===== src/rtl/mem_arb_pkg.sv =====
// Shared definitions for the two-master memory arbiter.
//   - FSM state encoding (IDLE / ISSUE / WAIT_RD)
//   - master identifiers (CPU load/store path, auxiliary requester)
//   - default bus widths
package mem_arb_pkg;

   typedef logic [1:0] arb_state_t;

   localparam arb_state_t ST_IDLE    = 2'd0;
   localparam arb_state_t ST_ISSUE   = 2'd1;
   localparam arb_state_t ST_WAIT_RD = 2'd2;

   localparam logic M_CPU = 1'b0;
   localparam logic M_AUX = 1'b1;

   localparam int DEF_DATA_W = 16;
   localparam int DEF_ADDR_W = 16;

endpackage


===== src/rtl/mem_arbiter_rr_pick2.sv =====
// rr_pick2: combinational two-way round-robin pick.
// Ports:
//   req_i[1:0]  request vector (bit n = master n)
//   last_i      master that owned the most recent transfer
//   valid_o     at least one request present
//   winner_o    chosen master; under contention the non-owner wins
module rr_pick2
   import mem_arb_pkg::*;
(
   input  logic [1:0] req_i,
   input  logic       last_i,
   output logic       valid_o,
   output logic       winner_o
);

   always_comb begin
      valid_o  = |req_i;
      winner_o = M_CPU;
      if (req_i == 2'b11) begin
         winner_o = ~last_i;
      end else if (req_i[1]) begin
         winner_o = M_AUX;
      end
   end

endmodule


===== src/rtl/mem_arbiter.sv =====
// mem_arbiter: serialises single-word transfers from two masters onto one
// single-port memory bus with round-robin fairness.
// Ports:
//   clock, reset            system clock, asynchronous active-low reset
//   mN_req/we/addr/wdata    master N command (N = 0 CPU, 1 auxiliary)
//   mN_gnt                  one-cycle pulse: master N command accepted
//   mN_rvalid/rdata         one-cycle pulse with master N read data
//   mem_addr/data/we        memory strobes, mem_q memory read data
//   owner                   master of the current or most recent transfer
//   busy                    high whenever the FSM is not idle
//   dbg_state_o             current FSM state for observation
//
// Handshake: a master raises req with addr/we/wdata stable and holds them
// until it sees gnt; gnt is the acceptance (ready) pulse for that command.
// On the cycle gnt is visible the master either drops req or presents its
// next command. Requests are only sampled while idle, so at most one
// transfer is ever outstanding.
module mem_arbiter
   import mem_arb_pkg::*;
#(
   parameter int DATA_W = DEF_DATA_W,
   parameter int ADDR_W = DEF_ADDR_W,
   parameter int RD_LAT = 1
) (
   input  logic              clock,
   input  logic              reset,
   input  logic              m0_req,
   input  logic              m0_we,
   input  logic [ADDR_W-1:0] m0_addr,
   input  logic [DATA_W-1:0] m0_wdata,
   output logic              m0_gnt,
   output logic              m0_rvalid,
   output logic [DATA_W-1:0] m0_rdata,
   input  logic              m1_req,
   input  logic              m1_we,
   input  logic [ADDR_W-1:0] m1_addr,
   input  logic [DATA_W-1:0] m1_wdata,
   output logic              m1_gnt,
   output logic              m1_rvalid,
   output logic [DATA_W-1:0] m1_rdata,
   output logic [ADDR_W-1:0] mem_addr,
   output logic [DATA_W-1:0] mem_data,
   output logic              mem_we,
   input  logic [DATA_W-1:0] mem_q,
   output logic              owner,
   output logic              busy,
   output logic [1:0]        dbg_state_o
);

   // WAIT_RD counts RD_LAT-1 down to 0, so RD_LAT of 1..4 fits two bits.
   localparam logic [1:0] RD_CNT_INIT = 2'(RD_LAT - 1);

   arb_state_t        state_q, state_d;
   logic [1:0]        cnt_q, cnt_d;
   logic              we_q, we_d;
   logic              owner_q, owner_d;
   logic [ADDR_W-1:0] mem_addr_q, mem_addr_d;
   logic [DATA_W-1:0] mem_data_q, mem_data_d;
   logic              mem_we_q, mem_we_d;
   logic              busy_q, busy_d;
   logic [1:0]        gnt_q, gnt_d;
   logic [1:0]        rvalid_q, rvalid_d;
   logic [DATA_W-1:0] rdata0_q, rdata0_d;
   logic [DATA_W-1:0] rdata1_q, rdata1_d;

   logic              pick_valid;
   logic              pick_winner;

   rr_pick2 u_pick (
      .req_i    ({m1_req, m0_req}),
      .last_i   (owner_q),
      .valid_o  (pick_valid),
      .winner_o (pick_winner)
   );

   always_comb begin
      state_d    = state_q;
      cnt_d      = cnt_q;
      we_d       = we_q;
      owner_d    = owner_q;
      mem_addr_d = mem_addr_q;
      mem_data_d = mem_data_q;
      mem_we_d   = 1'b0;
      gnt_d      = 2'b00;
      rvalid_d   = 2'b00;
      rdata0_d   = rdata0_q;
      rdata1_d   = rdata1_q;

      case (state_q)
         ST_IDLE: begin
            if (pick_valid) begin
               state_d    = ST_ISSUE;
               owner_d    = pick_winner;
               gnt_d      = (pick_winner == M_AUX) ? 2'b10 : 2'b01;
               mem_addr_d = (pick_winner == M_AUX) ? m1_addr  : m0_addr;
               mem_data_d = (pick_winner == M_AUX) ? m1_wdata : m0_wdata;
               we_d       = (pick_winner == M_AUX) ? m1_we    : m0_we;
               // The strobe is registered alongside the address so it is
               // high exactly for the ISSUE cycle of a write.
               mem_we_d   = we_d;
            end
         end
         ST_ISSUE: begin
            if (we_q) begin
               state_d = ST_IDLE;
            end else begin
               state_d = ST_WAIT_RD;
               cnt_d   = RD_CNT_INIT;
            end
         end
         ST_WAIT_RD: begin
            if (cnt_q == 2'd0) begin
               state_d = ST_IDLE;
               if (owner_q == M_AUX) begin
                  rdata1_d = mem_q;
                  rvalid_d = 2'b10;
               end else begin
                  rdata0_d = mem_q;
                  rvalid_d = 2'b01;
               end
            end else begin
               cnt_d = cnt_q - 2'd1;
            end
         end
         default: begin
            state_d = ST_IDLE;
         end
      endcase

      busy_d = (state_d != ST_IDLE);
   end

   always_ff @(posedge clock or negedge reset) begin
      if (!reset) begin
         state_q    <= ST_IDLE;
         cnt_q      <= 2'd0;
         we_q       <= 1'b0;
         owner_q    <= M_AUX;   // so the CPU wins the first tie
         mem_addr_q <= '0;
         mem_data_q <= '0;
         mem_we_q   <= 1'b0;
         busy_q     <= 1'b0;
         gnt_q      <= 2'b00;
         rvalid_q   <= 2'b00;
         rdata0_q   <= '0;
         rdata1_q   <= '0;
      end else begin
         state_q    <= state_d;
         cnt_q      <= cnt_d;
         we_q       <= we_d;
         owner_q    <= owner_d;
         mem_addr_q <= mem_addr_d;
         mem_data_q <= mem_data_d;
         mem_we_q   <= mem_we_d;
         busy_q     <= busy_d;
         gnt_q      <= gnt_d;
         rvalid_q   <= rvalid_d;
         rdata0_q   <= rdata0_d;
         rdata1_q   <= rdata1_d;
      end
   end

   assign m0_gnt      = gnt_q[0];
   assign m1_gnt      = gnt_q[1];
   assign m0_rvalid   = rvalid_q[0];
   assign m1_rvalid   = rvalid_q[1];
   assign m0_rdata    = rdata0_q;
   assign m1_rdata    = rdata1_q;
   assign mem_addr    = mem_addr_q;
   assign mem_data    = mem_data_q;
   assign mem_we      = mem_we_q;
   assign owner       = owner_q;
   assign busy        = busy_q;
   assign dbg_state_o = state_q;

endmodule


===== config.mk =====
export PLATFORM = sky130hd
export DESIGN_NAME = mem_arbiter
export DESIGN_NICKNAME = d
export VERILOG_FILES = /design/src/rtl/mem_arb_pkg.sv /design/src/rtl/mem_arbiter_rr_pick2.sv /design/src/rtl/mem_arbiter.sv
export SDC_FILE = /design/constraint.sdc
export NUM_CORES = 1
export LEC_CHECK = 0
export CORE_MARGIN = 1
export CORE_UTILIZATION = 30
export DETAILED_ROUTE_END_ITERATION = 6
export PLACE_DENSITY_LB_ADDON = 0.25
export SYNTH_ARGS = -nofsm -noshare
export SYNTH_HDL_FRONTEND = slang
export SYNTH_SLANG_ARGS = --single-unit

===== constraint.sdc =====
create_clock -name clock -period 1.7 [get_ports clock]
set_input_delay 0.51 -clock clock [delete_from_list [all_inputs] [get_ports clock]]
set_output_delay 0.51 -clock clock [all_outputs]
set_load 0.03 [all_outputs]

# Yosys cells after proc, flatten, opt, wreduce, memory -nomap -nowiden
# Cells that the tools add are included.
dict set report word_totals {
  latchBits 0
  word_cells 48
  out_inout_bits 73
  register_bits 76
  input_bits 86
  ramBits 0
  mem_bits_ro 0
  n_memories 0
}
dict set report op_classes {
  shifts 0
  order_cmp 0
  addsub 1
  n_mux 20
  n_eq_ne 5
  reduce_logical 9
  bitwise 1
  multipliers 0
  div 0
}
# operator n
set ops {}
lappend ops {{$mux W16} 2}
lappend ops {{$mux W2} 11}
lappend ops {{$reduce_and A3 Y1} 3}
lappend ops {{$pmux W2 S3} 1}
lappend ops {{$mux W1} 5}
lappend ops {{$eq A2 B2 Y1 const B} 2}
lappend ops {{$logic_not A2 Y1} 2}
lappend ops {{$ne A2 B2 Y1 const B} 2}
lappend ops {{$pmux W2 S2} 1}
lappend ops {{$reduce_bool A2 Y1} 2}
lappend ops {{$eq A2 B1 Y1 const B} 1}
lappend ops {{$reduce_and A2 Y1} 1}
lappend ops {{$reduce_or A2 Y1} 1}
lappend ops {{$sub A2 B1 Y2 const B} 1}
lappend ops {{$not A1 Y1} 1}

# Depth between registers and ports, before layout
# Gate-level depths: netlist of the first run.
dict set report depth {
  depth_word 5
  mapped_depth 6
  mapped_depth_nobuf 5
}

# By module
# A second synthesis of the first run with hierarchy kept.
dict set report unflattened {
  cells_unflattened 249
  area_unflattened_um2 3201.8
}
# module seq_area_each_um2 area_each_um2 cells_per_inst n_inst
set by_module_without_submodules {}
lappend by_module_without_submodules {mem_arbiter 1903.1 3188.1 247 1}
lappend by_module_without_submodules {rr_pick2 0.0 13.8 2 1}

# Worst setup path after synthesis of the first run
# Ideal clock, no wire load.
dict set report synth_path {
  path_type {reg-to-reg}
  startpoint {register state_q[0], in the netlist dbg_state_o[0]}
  endpoint {register rdata0_q[0], in the netlist m0_rdata[0]}
  required_ps 1575
  slack_ps -111
  arrival_time_ps 1686
  path_buffers 2
  setup_time_ps 125
  stages_incl_launch_ff 5
  synth_period_minus_slack_ps 1811
  path_cell_list {dfrtp_1 -> buf_4 -> nor4b_4 -> buf_8 -> mux2_4}
}
dict set report synth_between {
  elab_chain_cells 2
}
# item line_no
set synth_rtl {}
lappend synth_rtl {{start: declaration} mem_arbiter.sv:53} ;# arb_state_t state_q, state_d;
lappend synth_rtl {{start signal: assignment} mem_arbiter.sv:148} ;# state_q <= state_d;
lappend synth_rtl {{$eq A2 B2 Y1} mem_arbiter.sv:89} ;# case (state_q)
lappend synth_rtl {{$reduce_and A3 Y1 (no line)} -}
lappend synth_rtl {{end signal: assignment} mem_arbiter.sv:158} ;# rdata0_q <= rdata0_d;
lappend synth_rtl {{end: declaration} mem_arbiter.sv:63} ;# logic [DATA_W-1:0] rdata0_q, rdata0_d;
# No other way between the ends.
# A chain may end at the register's enable or synchronous reset.

# Final worst setup path of the first run
dict set report layout_path {
  startpoint {register cnt_q[0]}
  endpoint {register rdata0_q[4], in the netlist m0_rdata[4]}
}
dict set report layout_between {
  elab_chain_cells 2
}
# item line_no
set layout_rtl {}
lappend layout_rtl {{start: declaration} mem_arbiter.sv:54} ;# logic [1:0] cnt_q, cnt_d;
lappend layout_rtl {{start signal: assignment} mem_arbiter.sv:149} ;# cnt_q <= cnt_d;
lappend layout_rtl {{$logic_not A2 Y1} mem_arbiter.sv:112} ;# if (cnt_q == 2'd0) begin
lappend layout_rtl {{$reduce_and A3 Y1 (no line)} -}
# No other way between the ends.

==> results of run 1 <==
-- kinds of logic after synthesis --
kind of cell               after synthesis
and+or+nand+nor                         72
muxes                                   32
buffers and inverters                   27
DFF                                     76
adders and majority gates                1
AOI/OAI and AO/OA                       66
-- where the power goes --
| group | internal [mW] | switching [mW] | leakage (nW) | total [mW] |
|---|---|---|---|---|
| clock | 1.02 | 0.664 | 0.124 | 1.69 |
| sequential | 2.71 | 0.464 | 0.896 | 3.17 |
| combinational | 2.19 | 3.25 | 1.38 | 5.44 |
| total | 5.92 | 4.38 | 2.40 | 10.3 |
-- metrics by stage --
stage          hold slack [ps]  utilization  std cells  power [mW]
2_1_floorplan              214            -        274        6.68
5_1_grt                   76.0        0.510        584        10.9
3_3_place_gp               449        0.488        564        9.12
3_5_place_dp               454        0.488        564        9.22
4_1_cts                   65.0        0.504        581        10.3
6_report                  77.1        0.510        584        10.3
-- final cells by class --
cell class | count | area (um^2) | share of cell area
clock buffer | 11 | 141 | 0.0268
clock inverter | 5 | 108 | 0.0204
inverter | 8 | 30.0 | 0.00568
multi-input combinational | 171 | 1200 | 0.228
sequential | 76 | 1910 | 0.361
tap | 136 | 170 | 0.0322
timing repair buffer | 177 | 1730 | 0.327
-- worst register-to-register path, delay by kind of cell (launching register included) --
kind / cells / cell delay (ps)
AND/OR/NAND/NOR: 1 / 240
adder cells (fa/ha/maj): 1 / 130
multiplexers: 1 / 300
buffers and inverters: 4 / 480
flip-flops: 1 / 400
-- state kept, by name, indices dropped and copies added, names as in the netlist --
register	count
m1_rdata	16
busy	1
mem_we	1
mem_addr	16
gnt_q	2
cnt_q	2
owner	1
mem_data	16
dbg_state_o	2
m0_rdata	16
we_q	1
rvalid_q	2
-- worst max path at each step --
stage	start	to	slack [ps]	cells past startpoint
after floorplan	cnt_q[0]	m0_rdata[0]	-60	6
after global placement	m1_req	mem_addr[7]	-260	4
after detailed placement	m1_req	mem_addr[14]	-370	4
after CTS	cnt_q[0]	m0_rdata[13]	10	6
after global routing	cnt_q[1]	m0_rdata[13]	-20	7
final	cnt_q[0]	m0_rdata[4]	30	7
-- per-layer routing --
layer / GRT usage / up-vias / wire (um)
li1: - / 1313 / -
met1: 0.210 / 1332 / 3990
met2: 0.266 / 114 / 4130
met3: 0.0458 / 11 / 646
met4: 0.0565 / 0 / 102
met5: 0 / - / 0
-- timing repair --
item,4_1_cts,5_1_grt
gates resized for setup,72,6
cloned,0,1
pin swaps,0,1
setup endpoints to repair,73,37
buffers inserted,1,2
-- cells in the final DEF (no fill, tap or decap), types with 2 or more instances in the layout --
master | synthesis | routed
inv_2 | 2 | 4
and3_1 | 9 | 8
dlygate4sd2_1 | 0 | 71
dfrtp_1 | 75 | 73
clkbuf_8 | 0 | 10
inv_1 | 6 | 4
nand2_1 | 51 | 51
nor4b_1 | 2 | 2
buf_12 | 0 | 6
a221o_1 | 8 | 8
mux2_4 | 9 | 9
clkdlybuf4s50_1 | 0 | 84
bufinv_16 | 0 | 3
mux2_2 | 23 | 23
buf_4 | 6 | 13
a21oi_1 | 26 | 26
buf_6 | 0 | 2
dfrtp_2 | 0 | 2
nor2_1 | 3 | 2
a31oi_1 | 24 | 24
==> flow_summary.ini, run 1 <==
[yosys]
yosysTopAreaCellShare = 0.583
synth_flop_cell = dfrtp_1
yosysWarnings = 0
yosysMostFrequentCell = dfrtp_1
netlist-cell-type-count = 33
synth.avg_cell_area_um2 = 11.8
syn-instance-count = 274
synth_top_family_by_area = compound AO/OA/AOI/OAI gates
synth_adder_area_share = 0.00389
synth-edff-count = 0
ys_seq_area_frac = 0.591
synthTopCellsByArea = dfrtp_1 (58%), mux2_2 (8.0%), nand2_1 (5.9%)
ys_seq_elements = 76
synthMuxAreaShare = 0.122
synth_xor_area_frac = 0
yosys.area_share.simple = 0.108
netlist_area_um2 = 3220
synth_compound_area_frac = 0.131
async_flop_share = 1.00
synth_commonest_cells = dfrtp_1 (75), nand2_1 (51), a21oi_1 (26), a31oi_1 (24), mux2_2 (23)
syn-num-nets = 361
post-synth-top-area-cell = dfrtp_1

[placement]
routabilityCongestion = 0.727
hpwlAfterDp_um = 6390
place_ws_ps = -368
port_buffers = 158
dpl-instance-area_um2 = 5060

[worst_setup_path]
worstPathArrival_ps = 1890
r2r_setup_slack_ps = 30
crit_required_ps = 1920
slowest_stage = dfrtp_1
setup.worst_path.class = reg -> reg
crit_fanout = 8
cp_top_family = buffers and inverters
end_kind = flip-flop
path_cells = inv_2 -> ha_4 -> inv_2 -> nor4b_4 -> buf_4 -> clkbuf_16 -> mux2_4
reg2regPathDepth = 7
crit_path_frequent_cell = inv_2
cp_num_buf_inv = 4
crit_path_max_incr_delay_ps = 400
rr_startpoint = cnt_q[0]
start_kind = flip-flop
rr_endpoint = m0_rdata[4]

[timing]
drv_slew = 0
finalSetupViolations = 0
setup_tns_ps = 0
setup_ws_ps = 32.7
max_slew_margin = 0.748
final.min_clock_period_ps = 1670
hold_violations = 0
max_freq_mhz = 600
finalCritPeriodShare = 0.981
skew_ps = 6.99
tightest_slew_ps = 378

[routing]
drc = 0
vias = 2770
wl_per_cell_um = 15.2
viasPerCell = 4.74
drt_iter0_drc = 104
drtAntennaViolNets = 0
wl_um = 8870
first_pass_iters = 4

[layout]
fin_area_um2 = 5290
antenna_cells = 0
area_growth_pct = 64.1
nNetsFinal = 530
layout-drive-gt1-share = 0.188
nFillCells = 999

[die]
die_width_um = 106
initial_core_util = 0.311
io_pins = 159
fp.dieArea_um2 = 11200
die_h_um = 106
fp-row-count = 37
core_um2 = 10400

[flow_run]
maxCapViolCount = 0

[hold_path]
hold_path_class = in -> async

[grt]
grt_use_total = 0.164
first_global_vias = 2882
antenna_found_initial = 0
grt_overflow_total = 0
grt_start_max_net_pins = 38
grt_pass1_wl_um = 14300

[clock_tree]
root_buffer = clkbuf_8
ctsHoldBuffers = 0
clkTransAtPathRegs_ps = 80
cts_tree = built
clock-sinks = 76
htree_levels = 3
clk_latency_ps = 340
numCtsBuffers = 9
cts_max_path_buffers = 2

[power_and_ir_drop]
peakVddDrop_mv = 0.705
power.density_nw_per_um2 = 1950
leakagePower_nw = 2.40

[status]
status = finished clean
No activity file was read; power rests on OpenSTA's default activity.
==> run 2, diff against run 1 <==
--- a/config.mk
+++ b/config.mk
@@ -9,6 +9,7 @@
 export CORE_UTILIZATION = 30
 export DETAILED_ROUTE_END_ITERATION = 6
 export PLACE_DENSITY_LB_ADDON = 0.25
+export REMOVE_ABC_BUFFERS = 1
 export SYNTH_ARGS = -nofsm -noshare
 export SYNTH_HDL_FRONTEND = slang
 export SYNTH_SLANG_ARGS = --single-unit
==> run 2 against run 1 <==
Effect of this change:
- flip-flop and latch count is the same
- global-route usage down 0.48 points
- cell count rose by 0.51%
- first-iteration DRC count grew 11%
- setup slack is essentially flat
- clock power about the same
- design area grew 0.90%
- clock-buffer cell count down 2
- combinational power rose by 3%
- clock skew rose by 4.1 ps
- die area unchanged
- largest cell class unchanged
==> flow_summary.ini, run 2 (synthesized netlist as in run 1, its figures left out) <==
[status]
status = finished clean

[die]
io_pins = 159
fp.dieArea_um2 = 11200
core_um2 = 10400
die_h_um = 106
die_width_um = 106
initial_core_util = 0.311
fp-row-count = 37

[worst_setup_path]
slowest_stage = dfrtp_1
path_cells = inv_2 -> ha_4 -> inv_2 -> nor4b_4 -> buf_6 -> clkbuf_16 -> mux2_4
reg2regPathDepth = 7
start_kind = flip-flop
end_kind = flip-flop
crit_fanout = 8
rr_startpoint = cnt_q[0]
cp_top_family = buffers and inverters
cp_num_buf_inv = 4
crit_path_frequent_cell = inv_2
crit_required_ps = 1930
rr_endpoint = m0_rdata[4]
worstPathArrival_ps = 1900
setup.worst_path.class = reg -> reg
crit_path_max_incr_delay_ps = 410
r2r_setup_slack_ps = 30

[placement]
routabilityCongestion = 0.741
port_buffers = 158
hpwlAfterDp_um = 6170
place_ws_ps = -326

[routing]
drc = 0
drtAntennaViolNets = 0
wl_um = 9060
vias = 2750
drt_iter0_drc = 115
first_pass_iters = 4
viasPerCell = 4.68
wl_per_cell_um = 15.4

[clock_tree]
root_buffer = clkbuf_8
clkTransAtPathRegs_ps = 90
ctsHoldBuffers = 0
clock-sinks = 76
cts_max_path_buffers = 2
htree_levels = 3
numCtsBuffers = 9
cts_tree = built
clk_latency_ps = 350

[layout]
nNetsFinal = 533
nFillCells = 960
final_cell_mix = clkdlybuf4s50_1 (84), dfrtp_1 (74), dlygate4sd2_1 (68)
layout-drive-gt1-share = 0.193
fin_util = 0.514
area_growth_pct = 65.6
regArea_um2 = 1900
multiInputGateArea_um2 = 1210
mostFrequentLayoutCell = clkdlybuf4s50_1
antenna_cells = 0

[grt]
grt_pass1_wl_um = 13600
grt_use_total = 0.159
antenna_found_initial = 0
first_global_vias = 2677
grt_start_max_net_pins = 35
grt_overflow_total = 0

[power_and_ir_drop]
leakagePower_nw = 2.43
peakVddDrop_mv = 0.756
power.density_nw_per_um2 = 1960

[hold_path]
hold_path_class = in -> async

[timing]
tightest_slew_ps = 387
finalCritPeriodShare = 0.980
max_slew_margin = 0.742
finalSetupViolations = 0
skew_ps = 11.0
rsz0062_at_grt = true
drv_slew = 0
max_freq_mhz = 600
final.min_clock_period_ps = 1670
hold_violations = 0
hold_ws_ps = 77.5
setup_ws_ps = 33.2

[flow_run]
maxCapViolCount = 0
[run 2: worst max path at each step]
stage	startpoint	to	slack, ps	cells after the start
finish	cnt_q[0]	m0_rdata[4]	30	7
detailed placement	m1_req	mem_data[9]	-330	5
floorplan	dbg_state_o[0]	mem_addr[0]	-820	4
global placement	m1_req	mem_data[8]	-290	5
global route	cnt_q[0]	m0_rdata[4]	-30	7
CTS	dbg_state_o[0]	dbg_state_o[0]	8	2
[run 2: power by group]
part / switching (mW) / total, mW / internal, mW
registers: 0.448 / 3.15 / 2.70
logic: 3.31 / 5.60 / 2.29
clock network: 0.706 / 1.69 / 0.985
[run 2: metrics by stage]
stage | instances | cell area [um^2] | power, mW | TNS (ps)
after floorplan | 255 | 3110 | 6.49 | -35160
after global placement | 565 | 5050 | 9.18 | -9450
after detailed placement | 565 | 5050 | 9.26 | -10320
after CTS | 582 | 5220 | 10.4 | 0
after global routing | 587 | 5330 | 11.1 | -225
final | 587 | 5330 | 10.4 | 0
[run 2: cell type report]
class,count,area share
clock buffers,9,0.0232
clock inverters,7,0.0232
inverters,8,0.00563
multi-input cells,171,0.228
flip-flops and latches,76,0.357
well taps,136,0.0319
repair buffers,180,0.331
[run 2: repair_timing]
item,in CTS,in global routing
pin swaps,0,2
resized for setup,70,14
endpoints found under the setup margin,71,36
cloned,0,2
buffers inserted,1,3
[run 2: routing by layer]
| metal | part of all wire | GRT usage | vias up |
|---|---|---|---|
| met1 | 0.44 | 0.202 | 1301 |
| met2 | 0.46 | 0.248 | 129 |
| met4 | 0.013 | 0.0645 | 0 |
| met3 | 0.092 | 0.0550 | 9 |
| met5 | 0 | 0 | - |
| li1 | - | - | 1311 |
==> variant (config.mk and constraints of run 2) <==
Make the reset (`reset`) synchronous in one clocked block. Comments in the files are not updated.
--- a/src/rtl/mem_arbiter.sv
+++ b/src/rtl/mem_arbiter.sv
@@ -130,7 +130,7 @@
       busy_d = (state_d != ST_IDLE);
    end
 
-   always_ff @(posedge clock or negedge reset) begin
+   always_ff @(posedge clock) begin
       if (!reset) begin
          state_q    <= ST_IDLE;
          cnt_q      <= 2'd0;
Behaviour: differs if reset is asserted again (counterexample within 4 cycles, from zero or initial values and one cycle with reset low); with reset held inactive, the same outputs for 10 cycles.
==> variant against run 2 <==
Critical path depth down 2; first-iteration DRC count fell by 30%; via count grew 7.6%; critical path type is now input port to register; largest cell class is now buffers; die area is 10% lower; count of clock-buffer cells in the layout increased by 1; global-route usage grew 1.2 points; final area down 9.3%; synthesized area is 10% lower; routed wire length decreased by 7.4%; setup slack better by 0.029 ns; sequential cell count is the same; sequential share of layout area shrank 4.3 points.
Power is not compared: it rests on default switching activity, and its combinational part moved more than twofold at a synthesized area within 25%.
==> variant: results (changes against run 2) <==
Yosys
  • Top cells by count, synth: dfxtp_1 (76), nand2_1 (49), a221o_1 (33), nor3_1 (33)
  • Top cells by area, synth: dfxtp_1 (53%), a221o_1 (11%), nand2_1 (6.4%), nor3_1 (5.7%), nand3_1 (5.6%)
  • Post-Synth Adder-Cell Area: 0.434% (+0.045 points)
  • Synth cell types: 27 (-18%)
  • Mux share of post-synthesis cell area: 0% (-12 points)
  • Synthesized area per cell: 9.07 um2 (-23%)

Run status
  • Run status: complete, no violations

Drt
  • Iter 0 DRT Violations: 81 (-30%)
  • Routed wire length: 8390 um (-7.4%)
  • M1 WL: 3700 um (-6.8%)
  • Met2 WL post-DR: 3710 um (-10%)
  • Pre-Repair DR Iteration Count: 5 (+1)

Critical path
  • Maximum fanout along the worst path: 34 (+26)
  • Worst path max stage delay: 0.52 ns (+0.11 ns)
  • Reg2reg setup slack: 0.12 ns (+0.09 ns)
  • R2R depth: 5 (-2)
  • Crit Reg-Reg Endpoint: mem_addr[1]

Placement
  • Placed Cells: 596 (+5.5%)
  • Setup WS pre-CTS: -0.383 ns (-0.0565 ns)
  • GPL Wtd Cong: 0.716 (-3.4%)

STA
  • Final period utilization: 96.3% (-1.7 points)
  • Worst Max-Slew Pin Slew: 0.470 ns (+0.0830 ns)
  • WHS: 0.456 ns (+0.378 ns)

Global routing
  • Met2 Use GR: 27.3% (+2.5 points)
  • Vias in the first global route: 2866 (+7.1%)
  • GRT Overall Usage: 17.1% (+1.2 points)
  • Global-route wire length before repair: 13400 um (-1.5%)
  • M3 GR Usage: 5.50% (about the same)

Cells and area
  • Layout cells sized above 1: 9.32% (-10 points)
  • Nets: 565 (+6.0%)

Worst hold path
  • Hold WC Path Type: register to register

Clock network
  • Postcts setup bufs: 0 (-1)
==> variant: changes by cell type after synthesis, sizes merged, moves of 25 or more <==
cell,run 2,this run
a221o,8,33
dfrtp,75,0
dfxtp,0,76
mux2,32,0
nand3,1,32
nor3,0,33
o21ai,1,33
==> variant: final cells by class <==
type,count,area [um2],area share (%)
Tap cell,129,161,3.34
Clock inverter,6,71.3,1.47
Multi-Input combinational cell,204,1190,24.6
Timing Repair Buffer,181,1730,35.9
Sequential cell,76,1520,31.5
Clock buffer,10,138,2.85
Inverter,6,22.5,0.466
==> variant: through the flow <==
step / utilization, % / cell area (um2)
after global placement: 50.7 / 4710
after detailed placement: 50.7 / 4710
after floorplan: - / 2720
after CTS: 52.0 / 4830
final: 52.1 / 4840
after global routing: 52.1 / 4840
==> variant: cells by family after synthesis <==
group           count (synthesis)
flops                          76
buf+inv                        38
simple gates                  128
compound gates                 75
fa+ha+maj                       1
